--- src/rtl/seqmult_pkg.sv ---
// Shared types for the sequential radix-2 Booth multiplier.
// FSM states, Booth step decode and the per-cycle control bundle.
package seqmult_pkg;

    typedef enum logic [1:0] {
        IDLE,
        CALC,
        DONE
    } state_e;

    typedef enum logic [1:0] {
        NOP,
        ADD,
        SUB
    } booth_e;

    typedef struct packed {
        logic load;
        logic iterate;
        logic latch_product;
    } ctrl_t;

    function automatic booth_e booth_decode(input logic q0, input logic q1);
        booth_e op;
        op = NOP;
        unique case ({q0, q1})
            2'b01:   op = ADD;
            2'b10:   op = SUB;
            default: op = NOP;
        endcase
        return op;
    endfunction

endpackage

--- src/rtl/booth_seq_datapath.sv ---
// M/ACC/Q/Q_1 registers with the Booth add/sub and arithmetic shift.
// o_prod_nxt is the product as it will read after the current iteration.
module booth_seq_datapath
    import seqmult_pkg::*;
#(
    parameter int W = 8
) (
    input  logic           clk,
    input  logic           rst,
    input  logic           i_load,
    input  logic           i_iter,
    input  logic           i_ext_a,
    input  logic           i_ext_b,
    input  logic [W-1:0]   i_a,
    input  logic [W-1:0]   i_b,
    output logic [2*W-1:0] o_prod_nxt
);

    logic [W:0]   r_m;
    logic [W:0]   r_q;
    logic [W+1:0] r_acc;
    logic         r_q1;

    logic [W+1:0] w_m_ext;
    logic [W+1:0] w_sum;
    logic [W+1:0] w_acc_nxt;
    logic [W:0]   w_q_nxt;
    logic         w_q1_nxt;
    booth_e       w_op;

    always_comb begin
        w_m_ext = {r_m[W], r_m};
        w_op    = booth_decode(r_q[0], r_q1);
        w_sum   = r_acc;
        unique case (w_op)
            ADD:     w_sum = r_acc + w_m_ext;
            SUB:     w_sum = r_acc - w_m_ext;
            default: w_sum = r_acc;
        endcase
        // {ACC,Q,Q_1} >>> 1 applied to the post-add accumulator
        w_acc_nxt  = {w_sum[W+1], w_sum[W+1:1]};
        w_q_nxt    = {w_sum[0], r_q[W:1]};
        w_q1_nxt   = r_q[0];
        o_prod_nxt = {w_acc_nxt[W-2:0], w_q_nxt};
    end

    always_ff @(posedge clk) begin
        if (rst) begin
            r_m   <= '0;
            r_q   <= '0;
            r_acc <= '0;
            r_q1  <= 1'b0;
        end else if (i_load) begin
            r_m   <= {i_ext_a, i_a};
            r_q   <= {i_ext_b, i_b};
            r_acc <= '0;
            r_q1  <= 1'b0;
        end else if (i_iter) begin
            r_acc <= w_acc_nxt;
            r_q   <= w_q_nxt;
            r_q1  <= w_q1_nxt;
        end
    end

endmodule

--- src/rtl/booth_mult_seq.sv ---
// Sequential radix-2 Booth multiplier, W+1 iterations, valid/ready on both sides.
// Define SEQMULT_UNSIGNED_EN to add the op_signed port for unsigned operands.
module booth_mult_seq
    import seqmult_pkg::*;
#(
    parameter int W = 8
) (
    input  logic           clk,
    input  logic           rst,
    input  logic           in_valid,
    output logic           in_ready,
    input  logic [W-1:0]   a,
    input  logic [W-1:0]   b,
`ifdef SEQMULT_UNSIGNED_EN
    input  logic           op_signed,
`endif
    output logic           out_valid,
    input  logic           out_ready,
    output logic [2*W-1:0] product,
    output logic           busy
);

    localparam int CW = $clog2(W + 2);

    state_e         r_state;
    state_e         w_state_nxt;
    ctrl_t          w_ctrl;
    logic [CW-1:0]  r_cnt;
    logic [2*W-1:0] r_product;
    logic [2*W-1:0] w_prod_nxt;
    logic           w_ext_a;
    logic           w_ext_b;

`ifdef SEQMULT_UNSIGNED_EN
    assign w_ext_a = op_signed & a[W-1];
    assign w_ext_b = op_signed & b[W-1];
`else
    assign w_ext_a = a[W-1];
    assign w_ext_b = b[W-1];
`endif

    booth_seq_datapath #(.W(W)) u_dp (
        .clk        (clk),
        .rst        (rst),
        .i_load     (w_ctrl.load),
        .i_iter     (w_ctrl.iterate),
        .i_ext_a    (w_ext_a),
        .i_ext_b    (w_ext_b),
        .i_a        (a),
        .i_b        (b),
        .o_prod_nxt (w_prod_nxt)
    );

    always_ff @(posedge clk) begin
        if (rst) begin
            r_state <= IDLE;
        end else begin
            r_state <= w_state_nxt;
        end
    end

    always_comb begin
        w_state_nxt = r_state;
        w_ctrl      = '0;
        unique case (r_state)
            IDLE: begin
                if (in_valid) begin
                    w_ctrl.load = 1'b1;
                    w_state_nxt = CALC;
                end
            end
            CALC: begin
                w_ctrl.iterate = 1'b1;
                if (r_cnt == CW'(1)) begin
                    w_ctrl.latch_product = 1'b1;
                    w_state_nxt          = DONE;
                end
            end
            DONE: begin
                if (out_ready) begin
                    w_state_nxt = IDLE;
                end
            end
            default: w_state_nxt = IDLE;
        endcase
    end

    always_ff @(posedge clk) begin
        if (rst) begin
            r_cnt <= '0;
        end else if (w_ctrl.load) begin
            r_cnt <= CW'(W + 1);
        end else if (w_ctrl.iterate) begin
            r_cnt <= r_cnt - CW'(1);
        end
    end

    always_ff @(posedge clk) begin
        if (rst) begin
            r_product <= '0;
        end else if (w_ctrl.latch_product) begin
            r_product <= w_prod_nxt;
        end
    end

    assign in_ready  = (r_state == IDLE);
    assign out_valid = (r_state == DONE);
    assign busy      = (r_state != IDLE);
    assign product   = r_product;

endmodule

--- config.mk ---
export PLATFORM = sky130hd
export DESIGN_NAME = booth_mult_seq
export DESIGN_NICKNAME = d
export VERILOG_FILES = /design/src/rtl/seqmult_pkg.sv /design/src/rtl/booth_seq_datapath.sv /design/src/rtl/booth_mult_seq.sv
export SDC_FILE = /design/constraint.sdc
export NUM_CORES = 1
export LEC_CHECK = 0
export BUFFER_PORTS_ARGS = -buffer_cell sky130_fd_sc_hd__buf_4
export CORE_ASPECT_RATIO = 1.25
export CORE_MARGIN = 2
export CORE_UTILIZATION = 53
export CTS_BUF_LIST = sky130_fd_sc_hd__clkbuf_4 sky130_fd_sc_hd__clkbuf_8
export DETAILED_ROUTE_END_ITERATION = 8
export PLACE_DENSITY = 0.8
export SLEW_MARGIN = 20
export SYNTH_ARGS = -nofsm -noshare
export SYNTH_HDL_FRONTEND = slang
export SYNTH_SLANG_ARGS = --single-unit
--- constraint.sdc ---
create_clock -name clk -period 2.2 [get_ports clk]
set_input_delay 0.33 -clock clk [delete_from_list [all_inputs] [get_ports clk]]
set_output_delay 0.33 -clock clk [all_outputs]
set_load 0.01 [all_outputs]
=== After elaboration in Yosys (flattened, before gate mapping) ===
Cells that the tools add are included.

* Bits in registers: 49
* Word-level logic and storage cells: 40

* Reduce and logical (&&, ||, !) cells: 5
* Equal/unequal tests: 10
* Muxes and demuxes: 14
* $add $sub $neg: 3

{| class="wikitable"
|+ Operator list
! cell !! number
|-
| one-hot mux 10 bit (2 select lines) || 1
|-
| 2-to-1 mux 9 bit || 2
|-
| adder 9 x 8 -> 10 bit || 1
|-
| subtractor 9 x 8 -> 10 bit || 1
|-
| 2-to-1 mux 2 bit || 4
|-
| 2-to-1 mux 4 bit || 2
|-
| equality test 2 x 1 -> 1 bit (second input constant) || 3
|-
| equality test 2 bit (second input constant) || 3
|-
| one-hot mux 2 bit (3 select lines) || 1
|-
| equality test 4 x 1 -> 1 bit (second input constant) || 1
|-
| inequality test 2 bit (second input constant) || 2
|-
| one-hot mux 2 bit (2 select lines) || 1
|-
| nonzero test 2 bit || 2
|-
| subtractor 4 x 1 -> 4 bit (second input constant) || 1
|-
| 2-to-1 mux 1 bit || 3
|-
| AND reduction 3 bit || 1
|-
| zero test 2 bit || 1
|-
| inequality test 2 x 1 -> 1 bit (second input constant) || 1
|-
| OR reduction 2 bit || 1
|}

=== Longest topological paths before layout ===
Gate-level depths: netlist (run 1).

* Depth after elaboration: 6
* Gate-level depth with buffers: 12
* Mapped depth without buffers: 12

=== Cells and area by module ===
A second synthesis (run 1) with hierarchy kept.

* Cells, all modules: 345
* Area, all modules: 3010.4 sq um

{| class="wikitable"
|+ By module, submodules not included
! module !! cells each !! sequential area each (sq um) !! instances !! area each (sq um)
|-
| booth_seq_datapath || 235 || 560.5 || 1 || 1948.1
|-
| booth_mult_seq || 110 || 440.4 || 1 || 1062.3
|}

=== Least setup slack after synthesis (run 1) ===
No wires, ideal clock.

* Path kind: reg-to-reg
* From: reg u_dp.r_q1
* To: reg r_product[15] (netlist: product[15])
* Buffers on the path: 1
* Setup time: 79 ps
* Stages on the path, launching flop included: 11
* Clock period less this slack: 2413 ps
* Setup slack: -213 ps
* Arrival: 2333 ps
* Cell sequence: dfxtp_1 -> inv_1 -> ha_1 -> clkbuf_1 -> mux2i_1 -> ha_1 -> nor2b_1 -> o2111ai_1 -> a21oi_1 -> a311o_1 -> a211oi_2

* Word-level cells in the longest chain between the ends: 4
* Elaborated cells between the ends (all ways): 6
* Those cells by class: 4 x eq/ne; 2 x mux

{| class="wikitable"
|+ Ends and longest elaborated chain
! item !! line !! text
|-
| from (decl) || booth_seq_datapath.sv:22 || <nowiki>logic r_q1;</nowiki>
|-
| from (signal assigned) || booth_seq_datapath.sv:61 || <nowiki>r_q1 <= w_q1_nxt;</nowiki>
|-
| equality test 2 bit / equality test 2 x 1 -> 1 bit (equally long branches) || seqmult_pkg.sv:26 || <nowiki>unique case ({q0, q1})</nowiki>
|-
| one-hot mux 2 bit (2 select lines) (*) || seqmult_pkg.sv:26 ||
|-
| equality test 2 bit / equality test 2 x 1 -> 1 bit (equally long branches) || booth_seq_datapath.sv:35 || <nowiki>unique case (w_op)</nowiki>
|-
| one-hot mux 10 bit (2 select lines) (*) || booth_seq_datapath.sv:35 ||
|-
| to (signal assigned) || booth_mult_seq.sv:102 || <nowiki>r_product <= w_prod_nxt;</nowiki>
|-
| to (decl) || booth_mult_seq.sv:29 || <nowiki>logic [2*W-1:0] r_product;</nowiki>
|}

Mark *: on every way between the ends. The rest lies on a longest branch, timed or not.
A chain may end at the register's enable or synchronous reset.

=== Worst setup path after layout (run 1) ===
* From: reg u_dp.r_q1
* To: reg r_product[14] (netlist: product[14])

Same word-level chain as after synthesis.

==> results.md, run 1 <==
- Count of pins over their slew limit: 0
- Hold Fails Final Rpt: 0
- CP Max Fanout: 7
- Synth Net Count: around 340
- Combinational power share: 0.400
- Die height: ~80 µm
- Nets: around 400
- Final global-route overflow total: 0
- Cell variety after synth: between 40 and 50
- Top post-synthesis cells by area: dfxtp_1 40%, nand2_1 9.5%, a21oi_1 8.5%
- Hold WC Path Type: input pin to flip-flop
- H-tree level count: 2
- Cell area power density: around 770 nW/µm²
- CTS tree: built
- Part of the power in the clock network: 0.212
- Worst VDD drop: 611 µV
- Worst setup margin: -0.196 ns
- Commonest non-fill, non-tap cells in the layout: 66 x buf_4, 62 x nand2_1, 45 x dfxtp_1, 37 x a21oi_1, 16 x nor2_1
- Post-DP HPWL: 4160 µm
- Max-Cap Viols: 0
- Clock Path Buffers: 2
- Top-area cell type share of the netlist area: 0.396
- TNS Setup: -1.22 ns
- Syn Inst Count: a little over 300
- IO Port Bufs: 38
- Die width: roughly 65 µm
- Synthesis-to-finish area growth: 35.4%
- Relative slew margins: 0.650
- Diodes inserted: 0
- Pin count of the biggest net entering global routing: 41
- Total Die Area: about 5200 µm²
- Failing checks: negative setup slack
- Internal power: between 1.5 and 2 mW
- Clk slew on worst S/H paths: about 0.090 ns
- First-pass GRT wire length: ~10000 µm
- RR Startpoint: u_dp.r_q1
- Crit. Startpoint: u_dp.r_q1
- Cell accounting for the most synthesized area: dfxtp_1
- Initial DRC count: 206
- First-pass DRT Iterations: 4
- Synth Area per Inst: roughly 8.1 µm²
- Dpl cell area: about 3000 µm²
- Fmax: 417 MHz
- Vias in the first global route: ~2300
- Worst Setup End Kind: flip-flop
- Leakage: between 1 and 1.5 nW
- Reg2Reg Depth: 10
- Status: complete, but fails checks
- Placed Instances: 408
- Detail Route Antenna Nets: 0
- Via density per instance: 5.75
- Final Non-Filler Cells: between 400 and 500
- Crit start category: flip-flop
- Reg power frac: 0.388
- WP data required: ~2.4 ns
- Register area share after synthesis: 0.396
- Tmin final: 2.40 ns
- Synth warn: 0
- Worst slack, placed: -0.265 ns
- Via Count: roughly 2500
- Num CTS Buffers: 5
- Sw Pwr: ~900 µW
- Register-to-register setup slack: -0.20 ns
- Boundary Pins: 39
- Clk root buf: clkbuf_8
- Kind of critical path: flip-flop to flip-flop
- Post-synth EDFFs: 0
- Mapped cell area: roughly 2500 µm²
- Synth Register Bits: between 40 and 50
- Initial antenna violation count: 0
- Final setup skew: roughly 0.0044 ns
- Hold depth: 3
- Final Setup Violations: 12
- Post-synth top flop: dfxtp_1
- GPL Wtd Cong: 0.871
- Avg WL per Cell: approximately 16 µm
- Sw frac: 0.345
- Worst Tran Pin Value: roughly 0.52 ns
- Final wirelength: around 7000 µm
- Core area: around 4500 µm²
- WP data arrival: between 2 and 3 ns
- Residual DRC: 0
- Unrepaired setup endpoints after global routing: yes
- Fraction of layout cells with a size suffix above 1: 0.344
- Min-Delay Endpoint: u_dp.r_m[7]
- Post-route cell area: 3360 µm²
- HP Start: a[7]
- Clock Latency Late Sink: about 0.30 ns
- Total power: 2.57 mW
- Worst hold slack: 0.270 ns
- Clk sink count: 49
- Hold buffer count at cts: 0
- Tcrit/Tclk final: 1.09
- Gr usage total: 0.249
- Synth async-reset ratio: 0
- Commonest non-fill, non-tap cell in the layout: buf_4
- Util after Layout: 0.753
- Reg2Reg Capture Point: product[14]
- Rows: 27
- Starting Density: 0.556
## power by group through the flow
stage | Combinational [mW] | Clock [mW] | Sequential (mW)
after floorplan | 0.529 | 0 | 1.01
after global placement | 0.764 | 0 | 1.01
after detailed placement | 0.780 | 0 | 1.01
after CTS | 0.921 | 0.554 | 0.994
after global routing | 1.10 | 0.580 | 1.00
final | 1.03 | 0.544 | 0.998
## repair_timing
action,CTS,global route
setup endpoints to repair,12,12
gates cloned,0,0
resized for setup,26,18
buffers inserted,7,4
pin swaps,22,15
## cells by family (layout without fill, tap and decap cells)
group,count (synthesis),in the layout,share of synthesized area
muxes,6,6,0.0242
xor gates and xnor gates,14,14,0.0494
buffers and inverters,28,89,0.0464
and+or+nand+nor,113,113,0.203
DFF,49,49,0.396
adders and majority gates,14,14,0.0737
AOI/OAI and AO/OA,84,84,0.207
## worst max path at each step
stage,to,slack (ns),cells after the start
floorplan,product[14],0.002,11
global placement,product[14],-0.11,12
global route,product[14],-0.35,10
detailed placement,product[14],-0.27,11
finish,product[14],-0.20,10
CTS,product[15],-0.13,11
## flip-flops by register name (all words and copies together), names as in the netlist
| name | flops |
|---|---|
| u_dp.r_acc | 9 |
| r_cnt | 4 |
| u_dp.r_q | 9 |
| r_state | 2 |
| u_dp.r_q1 | 1 |
| product | 16 |
| u_dp.r_m | 8 |
## final cells by class
type,count,area [µm²]
inverter,12,45.0
clock inverter,2,13.8
tap,58,72.6
fill,311,1100
timing repair buffer,69,538
sequential,49,988
multi-input combinational,231,1620
clock buffer,6,76.3
## worst max-delay path: stages (launching register included)
cell	delay, ns
dfxtp_2	0.34
inv_2	0.04
ha_4	0.20
mux2i_4	0.22
fa_2	0.37
a211oi_2	0.30
o21bai_1	0.15
a21oi_1	0.18
xnor2_1	0.14
nand2b_1	0.10
a311oi_2	0.27
## synthesized netlist by cell type (all sizes together) (3+ instances only)
cell type / number
ha: 13
a22oi: 7
xnor2: 12
a21o: 3
nor2b: 4
mux2i: 6
buf: 9
o21ai: 7
clkbuf: 7
a211oi: 9
nand2b: 5
a31oi: 4
nand3: 3
inv: 12
nand2: 63
nor2: 23
nor3: 5
and2: 3
a21oi: 43
dfxtp: 49
o21a: 3
## per-layer routing
metal / track usage / routed length (µm) / vias to the layer above
met5: 0 / 0 / -
met4: 0.108 / 211 / 0
met3: 0.0476 / 346 / 19
met2: 0.453 / 3720 / 86
met1: 0.278 / 2710 / 1172
li1: - / - / 1178
Power figures use the tool's default switching activity.
==> run 2, diff against run 1 <==
- CORE_UTILIZATION: 53 -> 51
- CTS_BUF_LIST: sky130_fd_sc_hd__clkbuf_4 sky130_fd_sc_hd__clkbuf_8 -> not set
- PLACE_DENSITY: 0.8 -> 0.78
==> results.md, run 2 (synthesized netlist as in run 1, its figures left out) <==
- HP Start: a[6] (was a[7])
- Fraction of layout cells with a size suffix above 1: 0.353 (was 0.344)
- Crit start category: flip-flop (unchanged)
- Cell area power density: 785 nW/µm² (was 766 nW/µm²)
- Clk slew on worst S/H paths: 0.09 ns (about the same)
- Placed Instances: 412 (was 408)
- Count of pins over their slew limit: 0 (unchanged)
- TNS Setup: -1.13 ns (was -1.22 ns)
- Fmax: 416 MHz (was 417 MHz)
- Critical path cell sequence: inv_4 -> ha_4 -> nor2b_4 -> a21oi_4 -> xnor2_2 -> ha_4 -> o2111ai_4 -> a21oi_2 -> nor3_2 -> nor4b_4 -> mux2i_1 (was inv_2 -> ha_4 -> mux2i_4 -> fa_2 -> a211oi_2 -> o21bai_1 -> a21oi_1 -> xnor2_1 -> nand2b_1 -> a311oi_2)
- WP depth: 11 (was 10)
- Crit. Startpoint: u_dp.r_m[1] (was u_dp.r_q1)
- Worst hold slack: 0.265 ns (was 0.270 ns)
- Dpl cell area: 2980 µm² (about the same)
- Die height: 82.0 µm (was 80.5 µm)
- Clk root buf: clkbuf_8 (unchanged)
- Nets: 407 (was 402)
- Tcrit/Tclk final: 1.09 (about the same)
- Clock Path Buffers: 2 (unchanged)
- Final Non-Filler Cells: 434 (was 427)
- Hold WC Path Type: input pin to flip-flop (unchanged)
- Initial antenna violation count: 0 (unchanged)
- First-pass GRT wire length: 10400 µm (was 10200 µm)
- RR Startpoint: u_dp.r_m[1] (was u_dp.r_q1)
- Util after Layout: 0.740 (was 0.753)
- Worst Path Buf+Inv: 1 (unchanged)
- Reg2Reg Capture Point: u_dp.r_acc[8] (was product[14])
- Clk sink count: 49 (unchanged)
- Status: complete, but fails checks (unchanged)
- Die width: 66.4 µm (was 65.2 µm)
- Pin count of the biggest net entering global routing: 41 (unchanged)
- IO Port Bufs: 38 (unchanged)
- Hold buffer count at cts: 0 (unchanged)
- CP max-delay cell: dfxtp_4 (was fa_2)
- Synthesis-to-finish area growth: 40.0% (was 35.4%)
- First-pass DRT Iterations: 4 (unchanged)
- Final wirelength: 6720 µm (was 6990 µm)
- Failing checks: negative setup slack (unchanged)
- Max-Cap Viols: 0 (unchanged)
- Relative slew margins: 0.688 (was 0.650)
- Tmin final: 2.41 ns (was 2.40 ns)
- Total Die Area: 5440 µm² (was 5250 µm²)
- WP data arrival: 2.64 ns (was 2.61 ns)
- Worst Tran Pin Value: 0.468 ns (was 0.525 ns)
- Via density per instance: 5.53 (was 5.75)
- Fillers: 347 (was 311)
- Leakage: 1.41 nW (was 1.35 nW)
- Worst setup margin: -0.206 ns (was -0.196 ns)
- Worst VDD drop: 668 µV (was 611 µV)
- Commonest non-fill, non-tap cell in the layout: buf_4 (unchanged)
- Vias in the first global route: 2332 (was 2276)
- Core area: 4690 µm² (was 4460 µm²)
- Unrepaired setup endpoints after global routing: yes (unchanged)
- Diodes inserted: 0 (unchanged)
- Gr usage total: 0.248 (was 0.249)
- Max incr delay on CP: 0.37 ns (about the same)
- Rows: 28 (was 27)
- Post-DP HPWL: 4160 µm (about the same)
- Starting Density: 0.528 (was 0.556)
- Commonest non-fill, non-tap cells in the layout: 72 x buf_4, 61 x nand2_1, 45 x dfxtp_1, 35 x a21oi_1, 19 x nor2_1 (was 66 x buf_4, 62 x nand2_1, 45 x dfxtp_1, 37 x a21oi_1, 16 x nor2_1)
- Final Setup Violations: 10 (was 12)
- GPL Wtd Cong: 0.906 (was 0.871)
- Reg2Reg Depth: 11 (was 10)
- Num CTS Buffers: 5 (unchanged)
- Initial DRC count: 105 (was 206)
- Kind of critical path: flip-flop to flip-flop (unchanged)
- Worst Setup End Kind: flip-flop (unchanged)
- Avg WL per Cell: 15.5 µm (was 16.4 µm)
- H-tree level count: 2 (unchanged)
- Post-route cell area: 3470 µm² (was 3360 µm²)
- Most used cell, CP: ha_4
- Setup crit end: u_dp.r_acc[8] (was product[14])
- Delay-heaviest family, CP: simple AND/OR/NAND/NOR gates (was compound AO/OA/AOI/OAI gates)
- Worst slack, placed: -0.207 ns (was -0.265 ns)
- Register-to-register setup slack: -0.21 ns (was -0.20 ns)
- CTS tree: built (unchanged)
- CP Max Fanout: 4 (was 7)
- Via Count: 2401 (was 2455)
- Final setup skew: 0.00879 ns (was 0.00441 ns)
- Boundary Pins: 39 (unchanged)
- Hold Fails Final Rpt: 0 (unchanged)
- WP data required: 2.44 ns (was 2.41 ns)
- Largest register FFs: 16 (unchanged)
- Residual DRC: 0 (unchanged)
- Total power: 2.73 mW (was 2.57 mW)
- Detail Route Antenna Nets: 0 (unchanged)
- Clock Latency Late Sink: 0.30 ns (about the same)
- Final global-route overflow total: 0 (unchanged)
-- run 2: cell count changes in the layout (fill, tap and decap cells not counted), sizes merged --
cell,change
clkbuf,-1
inv,-1
bufinv,+1
clkinvlp,+1
buf,+5
-- run 2: where the power goes --
group          leakage (nW)  total (mW)  switching, mW  internal (mW)
clock network        0.0543       0.653          0.313          0.341
registers             0.402        1.00         0.0551          0.945
logic                 0.951        1.07          0.532          0.540
total                  1.41        2.73          0.900           1.82
-- run 2: worst min path at each step --
stage | to | cells past startpoint
after global routing | u_dp.r_m[6] | 3
after floorplan | u_dp.r_q1 | 2
after global placement | product[8] | 2
after detailed placement | u_dp.r_q1 | 2
final | u_dp.r_m[6] | 3
after CTS | u_dp.r_m[6] | 3
-- run 2: worst register-to-register path, stage by stage, from the launching register on --
cell and delay [ns]:
dfxtp_4 0.37, inv_4 0.06, ha_4 0.13, nor2b_4 0.24, a21oi_4 0.11, xnor2_2 0.18, ha_4 0.34, o2111ai_4 0.16
a21oi_2 0.22, nor3_2 0.08, nor4b_4 0.26, mux2i_1 0.20
-- run 2: per-layer routing --
layer | up-vias | wire length [µm] | global-route usage
met2 | 57 | 3620 | 0.453
met3 | 12 | 238 | 0.0466
met5 | - | 0 | 0
met4 | 0 | 163 | 0.106
met1 | 1142 | 2700 | 0.278
li1 | 1190 | - | -
-- run 2: area by class of cell --
type	count	area, µm²	share of cell area
timing repair buffer	74	563	0.162
clock inverter	3	46.3	0.0133
inverter	12	47.5	0.0137
multi-input combinational	231	1680	0.485
sequential	49	988	0.285
tap	60	75.1	0.0216
clock buffer	5	68.8	0.0198
-- run 2: what timing repair did --
item | 4_1_cts | 5_1_grt
buffers inserted | 8 | 7
endpoints found under the setup margin | 12 | 12
endpoints found under the hold margin | 0 | 0
resized for setup | 22 | 27
pin swaps | 18 | 27
==> run 3, diff against run 2 <==
- CORE_UTILIZATION: 51 -> 52
- SYNTH_HIERARCHICAL: not set -> 1
==> results.md, run 3 <==
- Leakage: 1.53 nW (was 1.41 nW)
- Tmin final: 2.43 ns (was 2.41 ns)
- Final setup skew: 0.00328 ns (was 0.00879 ns)
- Delay-heaviest family, CP: compound AO/OA/AOI/OAI gates (was simple AND/OR/NAND/NOR gates)
- Reg2Reg Depth: 12 (was 11)
- First-pass GRT wire length: 10300 µm (was 10400 µm)
- Util after Layout: 0.650 (was 0.740)
- Post-DP HPWL: 4310 µm (was 4160 µm)
- WP data arrival: 2.67 ns (was 2.64 ns)
- Sw frac: 0.319 (was 0.330)
- Worst hold slack: 0.261 ns (was 0.265 ns)
- Via Count: 2481 (was 2401)
- Unrepaired setup endpoints after global routing: yes (unchanged)
- WP data required: 2.44 ns (about the same)
- Initial antenna violation count: 0 (unchanged)
- Diodes inserted: 0 (unchanged)
- Largest register FFs: 16 (unchanged)
- H-tree level count: 2 (unchanged)
- Status: complete, but fails checks (unchanged)
- GPL Wtd Cong: 0.863 (was 0.906)
- Hold Fails Final Rpt: 0 (unchanged)
- Failing checks: negative setup slack (unchanged)
- Vias in the first global route: 2213 (was 2332)
- Avg WL per Cell: 15.6 µm (was 15.5 µm)
- Via density per instance: 5.59 (was 5.53)
- Initial DRC count: 124 (was 105)
- Starting Density: 0.528 (about the same)
- Synth Register Bits: 50 (was 49)
- CTS tree: built (unchanged)
- Register area share after synthesis: 0.333 (was 0.396)
- Tcrit/Tclk final: 1.10 (was 1.09)
- CP Max Fanout: 4 (unchanged)
- Kind of critical path: flip-flop to flip-flop (unchanged)
- Residual DRC: 0 (unchanged)
- Max incr delay on CP: 0.37 ns (about the same)
- CP max-delay cell: dfxtp_4 (unchanged)
- Most frequent cell after synthesis: dfxtp_1 (was nand2_1)
- Part of the power in the clock network: 0.249 (was 0.240)
- Gr usage total: 0.203 (was 0.248)
- Final wirelength: 6950 µm (was 6720 µm)
- Post-route cell area: 3710 µm² (was 3470 µm²)
- Synth async-reset ratio: 0 (unchanged)
- Count of pins over their slew limit: 0 (unchanged)
- Sw Pwr: 853 µW (was 900 µW)
- First-pass DRT Iterations: 5 (was 4)
- Synth warn: 6 (was 0)
- Cell variety after synth: 52 (was 42)
- IO Port Bufs: 38 (unchanged)
- Nets: 412 (was 407)
- Hold WC Path Type: input pin to flip-flop (unchanged)
- RR Startpoint: u_dp/r_m[0] (was u_dp.r_m[1])
- Boundary Pins: 39 (unchanged)
- Combinational power share: 0.375 (was 0.393)
- Die height: 89.1 µm (was 82.0 µm)
- Top post-synthesis cells by area: dfxtp_1 33%, mux2i_1 8.6%, nor2_1 5.6% (was dfxtp_1 40%, nand2_1 9.5%, a21oi_1 8.5%)
- Max-Cap Viols: 0 (unchanged)
- Total power: 2.68 mW (was 2.73 mW)
- Commonest non-fill, non-tap cell in the layout: buf_4 (unchanged)
- Hold depth: 3 (unchanged)
- Clk slew on worst S/H paths: 0.09 ns (about the same)
- Commonest non-fill, non-tap cells in the layout: 52 x buf_4, 44 x dfxtp_1, 42 x nor2_1, 24 x mux2i_1, 23 x nand2b_1 (was 72 x buf_4, 61 x nand2_1, 45 x dfxtp_1, 35 x a21oi_1, 19 x nor2_1)
- Synth Area per Inst: 8.73 µm² (was 8.05 µm²)
- Register Area: 1020 µm² (was 988 µm²)
- Register-to-register setup slack: -0.23 ns (was -0.21 ns)
- Final global-route overflow total: 0 (unchanged)
- Worst setup margin: -0.227 ns (was -0.206 ns)
- Total Die Area: 6420 µm² (was 5440 µm²)
- Most frequent cells after synthesis: 50 x dfxtp_1, 45 x nor2_1, 26 x mux2i_1 (was 63 x nand2_1, 49 x dfxtp_1, 42 x a21oi_1)
- Fraction of layout cells with a size suffix above 1: 0.349 (was 0.353)
- Mapped cell area: 3010 µm² (was 2480 µm²)
- Final Setup Violations: 9 (was 10)
- Clock Path Buffers: 2 (unchanged)
- Worst VDD drop: 523 µV (was 668 µV)
- Multi-input gate area: 1940 µm² (was 1680 µm²)
- Detail Route Antenna Nets: 0 (unchanged)
- Reg power frac: 0.376 (was 0.367)
- Worst Setup End Kind: flip-flop (unchanged)
- HP Start: b[0] (was a[6])
- Synth Net Count: 379 (was 342)
- Worst slack, placed: -0.0723 ns (was -0.207 ns)
- Cell area power density: 722 nW/µm² (was 785 nW/µm²)
- Rows: 31 (was 28)
- Num CTS Buffers: 5 (unchanged)
- Relative slew margins: 0.673 (was 0.688)
- Core area: 5700 µm² (was 4690 µm²)
- Fillers: 453 (was 347)
- Post-synth EDFFs: 0 (unchanged)
- Synthesis-to-finish area growth: 23.2% (was 40.0%)
- Clock Latency Late Sink: 0.30 ns (about the same)
- Post-synth top flop: dfxtp_1 (unchanged)
- Pin count of the biggest net entering global routing: 60 (was 41)
- Clk sink count: 50 (was 49)
- Die width: 72.1 µm (was 66.4 µm)
- Cell accounting for the most synthesized area: dfxtp_1 (unchanged)
- Fmax: 412 MHz (was 416 MHz)
- Critical path cell sequence: buf_4 -> nor3_4 -> nor2_4 -> xnor2_1 -> ha_2 -> a21o_1 -> a21oi_4 -> a21oi_2 -> mux2i_2 -> and2_4 -> nand4b_1 -> o21ai_2 (was inv_4 -> ha_4 -> nor2b_4 -> a21oi_4 -> xnor2_2 -> ha_4 -> o2111ai_4 -> a21oi_2 -> nor3_2 -> nor4b_4 -> mux2i_1)
- Clk root buf: clkbuf_8 (unchanged)
- Hold buffer count at cts: 0 (unchanged)
- Reg2Reg Capture Point: product[15] (was u_dp.r_acc[8])
- Min-Delay Endpoint: u_dp/r_q[0] (was u_dp.r_m[6])
- Crit start category: flip-flop (unchanged)
- Internal power: 1.82 mW (about the same)
- Worst Tran Pin Value: 0.491 ns (was 0.468 ns)
- Syn Inst Count: 345 (was 308)
- Worst Path Buf+Inv: 1 (unchanged)
- Dpl cell area: 3320 µm² (was 2980 µm²)
- Top-area cell type share of the netlist area: 0.333 (was 0.396)
-- run 3: power by group through the flow --
stage	sequential (mW)	clock, mW	combinational [mW]
after global routing	1.02	0.718	1.08
after floorplan	1.01	0	0.627
after global placement	1.02	0	0.752
final	1.01	0.667	1.00
after detailed placement	1.02	0	0.774
after CTS	1.00	0.688	0.830
-- run 3: tightest hold or removal path, cell delays in order --
cell	delay, ns
buf_4	0.08
a21oi_1	0.05
nor2_1	0.07
-- run 3: how the worst max path moves through the flow --
| stage | start | to | slack [ns] | cells after the start |
|---|---|---|---|---|
| 2_1_floorplan | u_dp/r_q1 | product[15] | 0.01 | 13 |
| 3_3_place_gp | u_dp/r_m[2] | u_dp/r_acc[7] | -0.04 | 11 |
| 3_5_place_dp | u_dp/r_m[0] | u_dp/r_acc[7] | -0.07 | 11 |
| 4_1_cts | u_dp/r_m[1] | u_dp/r_acc[7] | -0.10 | 11 |
| 5_1_grt | u_dp/r_m[0] | product[15] | -0.32 | 12 |
| 6_report | u_dp/r_m[0] | product[15] | -0.23 | 12 |
-- run 3: through the flow --
step,instances,setup TNS (ns)
final,444,-0.931
after global routing,444,-2.02
after CTS,437,-0.429
after detailed placement,427,-0.119
after global placement,427,-0.0400
after floorplan,345,0
-- run 3: cell families after synthesis --
kind of cell             Yosys count  synth area share
multiplexers                      27            0.0902
flip-flops                        50             0.333
XOR/XNOR                          13            0.0378
adder cells (fa/ha/maj)           14            0.0607
AO/OA/AOI/OAI                     69             0.150
buffers and inverters             48            0.0964
AND/OR/NAND/NOR                  124             0.232
-- run 3: timing repair --
action                     in CTS  in global routing
resized for setup              12                 39
buffers inserted                3                  7
pin swaps                      11                 34
setup endpoints to repair       6                 14
-- run 3: layout make-up --
cell class	instances	area share
clock buffers	6	0.0223
clock inverters	1	0.00810
inverters	13	0.0138
multi-input cells	247	0.522
flip-flops and latches	50	0.274
well taps	66	0.0223
repair buffers	61	0.137
-- run 3: routing by layer --
layer  vias to the layer above  wire, µm  part of all wire  track usage
met4                         0       116             0.017       0.0789
met5                         -         0                 0            0
li1                       1240         -                 -            -
met2                        72      3560              0.51        0.336
met1                      1159      2980              0.43        0.268
met3                        10       294             0.042       0.0293
